## src/rtl/player_input_arbiter_pkg.sv

```systemverilog
// player_input_arbiter_pkg
// Shared constants for the player input arbiter: the round state encoding,
// the gpio bit-field layout of one player controller and a helper that
// packs the CPU-visible result word.
package player_input_arbiter_pkg;

    // Round state encoding.
    localparam logic [1:0] DISARMED = 2'd0;
    localparam logic [1:0] ARMED    = 2'd1;
    localparam logic [1:0] LATCHED  = 2'd2;

    // Each controller occupies PLAYER_STRIDE gpio pins: GUESS_W guess bits
    // followed by the submit button.
    localparam int GUESS_W       = 8;
    localparam int PLAYER_STRIDE = 9;
    localparam int PID_W         = 2;
    localparam int RESULT_W      = 16;
    localparam int GPIN_W        = 36;
    localparam int SWITCH_W      = 10;

    // Result word as the CPU reads it: {6'b0, player_id, guess}.
    function automatic logic [RESULT_W-1:0] pack_result(input logic [PID_W-1:0]   pid,
                                                        input logic [GUESS_W-1:0] guess);
        return {{(RESULT_W-PID_W-GUESS_W){1'b0}}, pid, guess};
    endfunction

endpackage

```

## src/rtl/player_input_arbiter_if.sv

```systemverilog
// player_input_arbiter_if
// Bus between the exmem I/O space (master) and the player input arbiter
// (slave).
//   arm             : master -> slave, one-cycle pulse opening a round
//   clear           : master -> slave, one-cycle pulse on a CPU read of the result
//   playerInput     : slave -> master, {6'b0, player_id, guess} of the winner
//   playerInputFlag : slave -> master, high while a result is pending
//   firstPlayerFlag : slave -> master, one-hot winner
//   switchInput     : slave -> master, synchronised board switches
interface player_input_arbiter_if;
    import player_input_arbiter_pkg::*;

    logic                arm;
    logic                clear;
    logic [RESULT_W-1:0] playerInput;
    logic                playerInputFlag;
    logic [3:0]          firstPlayerFlag;
    logic [SWITCH_W-1:0] switchInput;

    modport master (
        output arm,
        output clear,
        input  playerInput,
        input  playerInputFlag,
        input  firstPlayerFlag,
        input  switchInput
    );

    modport slave (
        input  arm,
        input  clear,
        output playerInput,
        output playerInputFlag,
        output firstPlayerFlag,
        output switchInput
    );

endinterface

```

## src/rtl/player_input_arbiter_debounce_edge.sv

```systemverilog
// debounce_edge
// Debounces one already-synchronised button level and reports its rising
// edge.
//   clk, rst : clock, asynchronous active-high reset
//   din      : synchronised raw level
//   level    : debounced level; changes only after din has differed from it
//              for DEBOUNCE_CYCLES consecutive cycles
//   rise     : one-cycle pulse on each 0->1 transition of level
module debounce_edge #(
    parameter logic [15:0] DEBOUNCE_CYCLES = 16'd50000
) (
    input  logic clk,
    input  logic rst,
    input  logic din,
    output logic level,
    output logic rise
);

    logic [15:0] cnt_q, cnt_d;
    logic        level_q, level_d;
    logic        level_prev_q;

    // Any cycle where din agrees with the debounced level restarts the
    // count, so only an unbroken run of disagreement can flip the level.
    always_comb begin
        cnt_d   = cnt_q;
        level_d = level_q;
        if (din == level_q) begin
            cnt_d = '0;
        end else if (cnt_q == DEBOUNCE_CYCLES - 16'd1) begin
            level_d = ~level_q;
            cnt_d   = '0;
        end else begin
            cnt_d = cnt_q + 16'd1;
        end
    end

    always_ff @(posedge clk or posedge rst) begin
        if (rst) begin
            cnt_q        <= '0;
            level_q      <= 1'b0;
            level_prev_q <= 1'b0;
        end else begin
            cnt_q        <= cnt_d;
            level_q      <= level_d;
            level_prev_q <= level_q;
        end
    end

    assign level = level_q;
    assign rise  = level_q & ~level_prev_q;

endmodule

```

## src/rtl/player_input_arbiter.sv

```systemverilog
// player_input_arbiter
// Conditions the four player controllers (two-flop synchroniser, debounce,
// edge detect), picks the first player to submit once a round is armed and
// holds that player's guess until the CPU reads it.
//   clk            : system clock (CPU clock)
//   rst            : asynchronous active-high reset
//   gpins          : controller pins, player i: guess = [9i+7:9i], submit = [9i+8]
//   board_switches : raw board switches
//   io             : exmem-side bus (arm, clear, playerInput, playerInputFlag,
//                    firstPlayerFlag, switchInput)
module player_input_arbiter
    import player_input_arbiter_pkg::*;
#(
    parameter logic [15:0] DEBOUNCE_CYCLES = 16'd50000,
    parameter int          NUM_PLAYERS     = 4
) (
    input  logic                  clk,
    input  logic                  rst,
    input  logic [GPIN_W-1:0]     gpins,
    input  logic [SWITCH_W-1:0]   board_switches,
    player_input_arbiter_if.slave io
);

    // Two-flop synchronisers for every controller pin and the switches.
    logic [GPIN_W-1:0]   gpins_meta_q, gpins_sync_q;
    logic [SWITCH_W-1:0] sw_meta_q, sw_sync_q;

    always_ff @(posedge clk or posedge rst) begin
        if (rst) begin
            gpins_meta_q <= '0;
            gpins_sync_q <= '0;
            sw_meta_q    <= '0;
            sw_sync_q    <= '0;
        end else begin
            gpins_meta_q <= gpins;
            gpins_sync_q <= gpins_meta_q;
            sw_meta_q    <= board_switches;
            sw_sync_q    <= sw_meta_q;
        end
    end

    assign io.switchInput = sw_sync_q;

    // Per-player debounce of submit; the guess is taken straight from the
    // synchronised pins in the cycle the press pulse fires.
    logic [NUM_PLAYERS-1:0] press;
    logic [NUM_PLAYERS-1:0] submit_level_unused;
    logic [GUESS_W-1:0]     guess [NUM_PLAYERS];

    for (genvar p = 0; p < NUM_PLAYERS; p++) begin : g_player
        debounce_edge #(
            .DEBOUNCE_CYCLES (DEBOUNCE_CYCLES)
        ) u_debounce (
            .clk   (clk),
            .rst   (rst),
            .din   (gpins_sync_q[p*PLAYER_STRIDE + GUESS_W]),
            .level (submit_level_unused[p]),
            .rise  (press[p])
        );
        assign guess[p] = gpins_sync_q[p*PLAYER_STRIDE +: GUESS_W];
    end

    // Fixed priority: scanning from the top down leaves the lowest pressing
    // index as the winner when presses coincide.
    logic                   win_valid;
    logic [PID_W-1:0]       win_id;
    logic [NUM_PLAYERS-1:0] win_onehot;

    always_comb begin
        win_valid = 1'b0;
        win_id    = '0;
        for (int p = NUM_PLAYERS - 1; p >= 0; p--) begin
            if (press[p]) begin
                win_valid = 1'b1;
                win_id    = p[PID_W-1:0];
            end
        end
        win_onehot = {{(NUM_PLAYERS-1){1'b0}}, 1'b1} << win_id;
    end

    // Round state machine and result registers.
    logic [1:0]             state_q, state_d;
    logic [RESULT_W-1:0]    result_q, result_d;
    logic                   flag_q, flag_d;
    logic [NUM_PLAYERS-1:0] first_q, first_d;

    always_comb begin
        state_d  = state_q;
        result_d = result_q;
        flag_d   = flag_q;
        first_d  = first_q;
        case (state_q)
            DISARMED: begin
                if (io.arm) state_d = ARMED;
            end
            ARMED: begin
                if (win_valid) begin
                    state_d  = LATCHED;
                    result_d = pack_result(win_id, guess[win_id]);
                    flag_d   = 1'b1;
                    first_d  = win_onehot;
                end
            end
            LATCHED: begin
                // Presses arriving here are edge pulses and are simply lost,
                // including one coinciding with clear.
                if (io.clear) begin
                    state_d  = ARMED;
                    result_d = '0;
                    flag_d   = 1'b0;
                    first_d  = '0;
                end
            end
            default: state_d = DISARMED;
        endcase
    end

    always_ff @(posedge clk or posedge rst) begin
        if (rst) begin
            state_q  <= DISARMED;
            result_q <= '0;
            flag_q   <= 1'b0;
            first_q  <= '0;
        end else begin
            state_q  <= state_d;
            result_q <= result_d;
            flag_q   <= flag_d;
            first_q  <= first_d;
        end
    end

    assign io.playerInput     = result_q;
    assign io.playerInputFlag = flag_q;
    assign io.firstPlayerFlag = first_q;

endmodule
```

## src/flat_wrapper.sv

```systemverilog
// flat-port wrapper written by rule: the top's interface ports become plain ports
module player_input_arbiter_flat import player_input_arbiter_pkg::*;
#(
    parameter logic [15:0] DEBOUNCE_CYCLES = 16'd50000,
    parameter int          NUM_PLAYERS     = 4
)
  (clk, rst, gpins, board_switches, io_arm, io_clear, io_playerInput, io_playerInputFlag, io_firstPlayerFlag, io_switchInput);
  player_input_arbiter_if io_i ();
  input  logic clk;
  input  logic rst;
  input  logic [GPIN_W-1:0] gpins;
  input  logic [SWITCH_W-1:0] board_switches;
  input wire logic [$bits(io_i.arm)-1:0] io_arm;
  input wire logic [$bits(io_i.clear)-1:0] io_clear;
  output wire logic [$bits(io_i.playerInput)-1:0] io_playerInput;
  output wire logic [$bits(io_i.playerInputFlag)-1:0] io_playerInputFlag;
  output wire logic [$bits(io_i.firstPlayerFlag)-1:0] io_firstPlayerFlag;
  output wire logic [$bits(io_i.switchInput)-1:0] io_switchInput;
  assign io_i.arm = io_arm;
  assign io_i.clear = io_clear;
  assign io_playerInput = io_i.playerInput;
  assign io_playerInputFlag = io_i.playerInputFlag;
  assign io_firstPlayerFlag = io_i.firstPlayerFlag;
  assign io_switchInput = io_i.switchInput;
  player_input_arbiter #(.DEBOUNCE_CYCLES(DEBOUNCE_CYCLES), .NUM_PLAYERS(NUM_PLAYERS)) u_core (.clk(clk), .rst(rst), .gpins(gpins), .board_switches(board_switches), .io(io_i));
endmodule
```

## config.mk

```make
export PLATFORM = sky130hd
export DESIGN_NAME = player_input_arbiter_flat
export DESIGN_NICKNAME = d
export VERILOG_FILES = /design/src/rtl/player_input_arbiter_pkg.sv /design/src/rtl/player_input_arbiter_if.sv /design/src/rtl/player_input_arbiter_debounce_edge.sv /design/src/rtl/player_input_arbiter.sv /design/src/flat_wrapper.sv
export SDC_FILE = /design/constraint.sdc
export NUM_CORES = 1
export LEC_CHECK = 0
export ABC_AREA = 1
export BUFFER_PORTS_ARGS = -buffer_cell sky130_fd_sc_hd__buf_4
export CORE_MARGIN = 1
export CORE_UTILIZATION = 35
export CTS_CLUSTER_DIAMETER = 120
export DETAILED_ROUTE_END_ITERATION = 10
export PLACE_DENSITY_LB_ADDON = 0.3
export SLEW_MARGIN = 30
export SYNTH_ARGS = -nofsm -noshare
export SYNTH_HDL_FRONTEND = slang
export SYNTH_SLANG_ARGS = --single-unit
```

## constraint.sdc

```tcl
create_clock -name clk -period 16.7 [get_ports clk]
set_clock_uncertainty 0.1 [all_clocks]
set_input_delay 0.835 -clock clk [delete_from_list [all_inputs] [get_ports clk]]
set_output_delay 0.835 -clock clk [all_outputs]
set_load 0.02 [all_outputs]
```

Yosys cells after proc, flatten, opt, wreduce, memory -nomap -nowiden. Cells that the tools add are included.

Bits in registers: 187. Output and inout port bits: 31. Logic and storage cells: 96.

Add/sub/neg operators: 4. Magnitude comparators: 1. Equality and inequality tests: 13. Shifts and indexed selects: 1. Muxes and demuxes: 32. Bitwise operators: 17. Reductions and logical operators: 8.

Operators by type and width (count): $mux 16 (10); $add 16x1->16 const B (4); $eq 16x16->1 const B (4); $pmux 16 s2 (1); $bmux 8 s2 (1); $mux 8 (2); $mux 2 (7); $not 1->1 (12); $mux 4 (2); $pmux 4 s2 (1); $reduce_and 2->1 (4); $mux 1 (6); $pmux 2 s3 (1); $reduce_and 3->1 (2); $and 1x1->1 (4); $eq 1x1->1 (4); $ne 2x2->1 const B (2); $shl 1x2->4 const A (1); $ge 3x3->1 const B (1); $not 2->3 (1); $eq 2x1->1 const B (1); $eq 2x2->1 const B (1); $logic_not 2->1 (1); $ne 2x1->1 const B (1); 2 further kinds (2).

Logic depth before layout (Yosys ltp).
Word-level depth: 12. Mapped depth: 12. Gate-level depth less buffers: 11.

Cells and area by module. Synthesis repeated with hierarchy kept, for this count alone.

Cell total of the unflattened synthesis: 762. Area total of the unflattened synthesis: 7449.6 um^2.

Modules (own cells, without submodules): debounce_edge (instances 4, cells an instance 124, area each 991.0 um^2, sequential area each 450.4 um^2); player_input_arbiter (instances 1, cells an instance 266, area each 3485.8 um^2, sequential area each 2727.6 um^2).

Worst setup path after synthesis. No wires, ideal clock.

Path type: input-to-reg. From: input port io_clear. To: register u_core.flag_q (netlist: u_core.io.playerInputFlag). Arrival: 1441 ps. Slack: 15036 ps. Cell stages on the path: 6. Path buffers: 1. Path through: inv_1 > nor2_1 > nor2_8 > buf_6 > nand2_1 > nand2_1.

Word-level cells in the longest chain between the ends: 2.

RTL lines: start: declaration (line flat_wrapper.sv:14) `input wire logic [$bits(io_i.clear)-1:0] io_clear;`; $ne 2x2->1 (no source line); $reduce_and 3->1 (no source line); end signal: assignment (line player_input_arbiter.sv:127) `flag_q <= flag_d;`; end: declaration (line player_input_arbiter.sv:84) `logic flag_q, flag_d;`.

Every way passes these cells. A chain may end at the register's enable or synchronous reset.

Worst setup path after layout.
From: register u_core.result_q[6] (netlist: u_core.io.playerInput[6]). To: output port io_playerInput[6].

RTL lines: start: declaration (line player_input_arbiter.sv:83) `logic [RESULT_W-1:0] result_q, result_d;`; start signal: assignment (line player_input_arbiter.sv:126) `result_q <= result_d;`; end: declaration (line flat_wrapper.sv:15) `output wire logic [$bits(io_i.playerInput)-1:0] io_playerInput;`.

No word-level cell between the ends.

==> flow_metrics.tcl <==
set metrics [dict create \
    status "complete, no violations" \
    fin_util 0.428 \
    postRouteAntennaNets 0 \
    critPathMaxFanout 2 \
    crit_family "flip-flops" \
    dr.pass1.iters 4 \
    route.vias.total 4897 \
    synthFlopType "dfrtp_1" \
    critPathLaunchType "flop" \
    p_comb_frac 0.038 \
    clk_path_buf_depth 2 \
    holdBufCountCts 0 \
    grt.busiest_layer "met2" \
    hold_viol 0 \
    synthCells 746 \
    die_x_um 145 \
    clk_pin_slew_ps 60 \
    slew_headroom 0.481 \
    setup_tns_ps 0 \
    core_um2 20200 \
    cts-root-buf "clkbuf_16" \
    yosys-top-cells-count "181 x dfrtp_1, 179 x nand2_1, 111 x nor2_1" \
    fillers 2023 \
    grt_setup_unrepaired "false" \
    finalNetCount 889 \
    fmax_ghz 0.518 \
    place_congestion 0.850 \
    p_sw_mw 0.194 \
    path_cells "buf_4" \
    drtIter0Drc 308 \
    slowest_delay_ps 410 \
    drive_above_1_share 0.160 \
    multi_input_area_um2 2280 \
    seqPwrFrac 0.517 \
    use_met1 0.194 \
    cts_buffers 17 \
    worst-path-buf-inv 1 \
    syn_area_per_cell_um2 9.65 \
    syn2layout_area_growth_pct 19.9 \
    die-area_um2 21100 \
    grt_use_met3 0.0370 \
    cts_tree "done" \
    netlist.area_leader.share 0.629 \
    yosys-top-cells-area "dfrtp_1 63%, nand2_1 9.3%, nor2_1 5.8%, inv_1 4.2%, nand3_1 3.3%" \
    crit_path_end_kind "output pin" \
    final-setup-viol-count 0 \
    antenna_found_initial 0 \
    crit_arrival_ps 1000 \
    ios 81 \
    required_ps 15770 \
    drc_errors 0 \
    cts_setup_buffers 0 \
    fin_crit_ps 1930 \
    maxCapViolations 0 \
    yosysWarnings 0 \
    grt_max_degree 65 \
    slew_violations 0 \
    diodes 0 \
    fp-row-count 52 \
    yosysMostFrequentCell "dfrtp_1" \
    synth-seq-cells 181 \
    p_int_mw 0.691 \
    hpwl_um 9510 \
    viasPerCell 4.38 \
    numClockSinks 181 \
    gr-usage-met2 0.215 \
    htree_levels 4 \
    grt-ovfl-total 0 \
    pwr-share-clk 0.445 \
    p_leak_nw 4.08 \
    grt_pass1_vias 4796 \
    synth_cell_types 33 \
    routed_wl_um 13600 \
    synth_area_leader_cell "dfrtp_1" \
    io_buffers 74 \
    synth_edf_count 0 \
    clkLatencyLatePin_ps 420 \
    die_y_um 145 \
    tightest_slew_ps 778 \
    min_period_over_period 0.116 \
    grtUsageTotal 0.140 \
    path_class "flop to output pin" \
    cts_resized 0 \
    register_area_um2 4530 \
    p_sw_frac 0.219 \
    hp-class "flop to flop" \
    ys_seq_area_frac 0.629 \
    routedWlPerCell_um 12.2 \
    start_util 0.357 \
    vdd_drop_max_v 0.0000670 \
    syn_area_um2 7200 \
    power.density_nw_per_um2 103 \
    synthArstFlopShare 1.00 \
    cp_slowest_cell "dfrtp_1" \
    grt_pass1_wl_um 23600 \
]
-- sequential cells by signal, summed over array words and instances (netlist names) --
name	flops
u_core.io.playerInput	10
u_core.g_player.u_debounce.level	4
u_core.io.firstPlayerFlag	4
u_core.state_q	2
u_core.g_player.u_debounce.level_prev_q	4
u_core.g_player.u_debounce.cnt_q	64
u_core.sw_meta_q	10
u_core.io.playerInputFlag	1
u_core.gpins_meta_q	36
u_core.io.switchInput	10
u_core.gpins_sync_q	36
-- power by group through the flow --
stage / clock network (mW) / logic (mW) / registers, mW
finish: 0.394 / 0.0335 / 0.458
CTS: 0.406 / 0.0349 / 0.458
floorplan: 0 / 0.0177 / 0.466
global route: 0.425 / 0.0386 / 0.459
global placement: 0 / 0.0345 / 0.466
detailed placement: 0 / 0.0348 / 0.466
-- cell type report --
cell class	count	area share
clock buffers	19	0.0513
clock inverters	13	0.0168
inverters	85	0.0378
multi-input cells	474	0.264
flip-flops and latches	181	0.525
well taps	270	0.0391
repair buffers	76	0.0661
-- routing by layer --
layer | vias to the layer above | wire [µm]
li1 | 2514 | -
met1 | 2305 | 6720
met2 | 71 | 6370
met3 | 7 | 423
met4 | 0 | 111
met5 | - | 0
-- kinds of logic (layout without fill, tap and decap cells) --
logic type	after synthesis	after routing	share of synthesized area
simple gates	413	413	0.253
flops	181	181	0.629
buf+inv	96	193	0.0567
compound gates	26	26	0.0229
xor+xnor	25	25	0.0304
fa+ha+maj	4	4	0.00695
other cells	1	6	0.000521
-- path summary, 6_finish.rpt --
check                      depth (start not counted)                                    to                                       startpoint  slack [ps]
max in group asynchronous                          3         u_core.state_q[0]$_DFFE_PP0P_                                              rst       14960
hold / removal                                     0      u_core.gpins_sync_q[9]$_DFF_PP0_                 u_core.gpins_meta_q[9]$_DFF_PP0_         240
min in group asynchronous                          2         u_core.sw_meta_q[2]$_DFF_PP0_                                              rst         360
setup / recovery                                   1                     io_playerInput[6]             u_core.io.playerInput[6]$_DFFE_PP0P_       14770
hold reg to reg                                    0      u_core.gpins_sync_q[9]$_DFF_PP0_                 u_core.gpins_meta_q[9]$_DFF_PP0_         240
setup reg to reg                                   8  u_core.io.playerInput[4]$_DFFE_PP0P_  u_core.g_player[0].u_debounce.level$_DFFE_PP0P_       14780
-- through the flow --
stage	power [mW]	setup slack [ps]	instances	hold WS (ps)	cell area [µm²]
CTS	0.899	14750	1118	248	8630
finish	0.885	14770	1118	242	8630
global placement	0.500	14420	1086	232	8050
detailed placement	0.501	14400	1086	235	8050
global route	0.922	14560	1118	249	8630
floorplan	0.483	10850	751	231	7220
-- cell usage in the layout (no fill, tap or decap), types with 5 or more instances in the layout --
master	synthesis	layout
clkbuf_16	0	17
nand3_1	48	48
conb_1	1	6
inv_1	81	80
xor2_1	22	22
dfrtp_1	181	181
nor3b_1	6	6
nand2_1	179	179
nor3_1	30	30
nand4_1	17	17
a21oi_1	7	7
buf_4	8	76
nor2_2	5	5
nand2_2	5	5
nor2_1	111	111
o21ai_0	9	9
inv_6	0	6
Note: power is estimated with default switching activity, not from simulation.
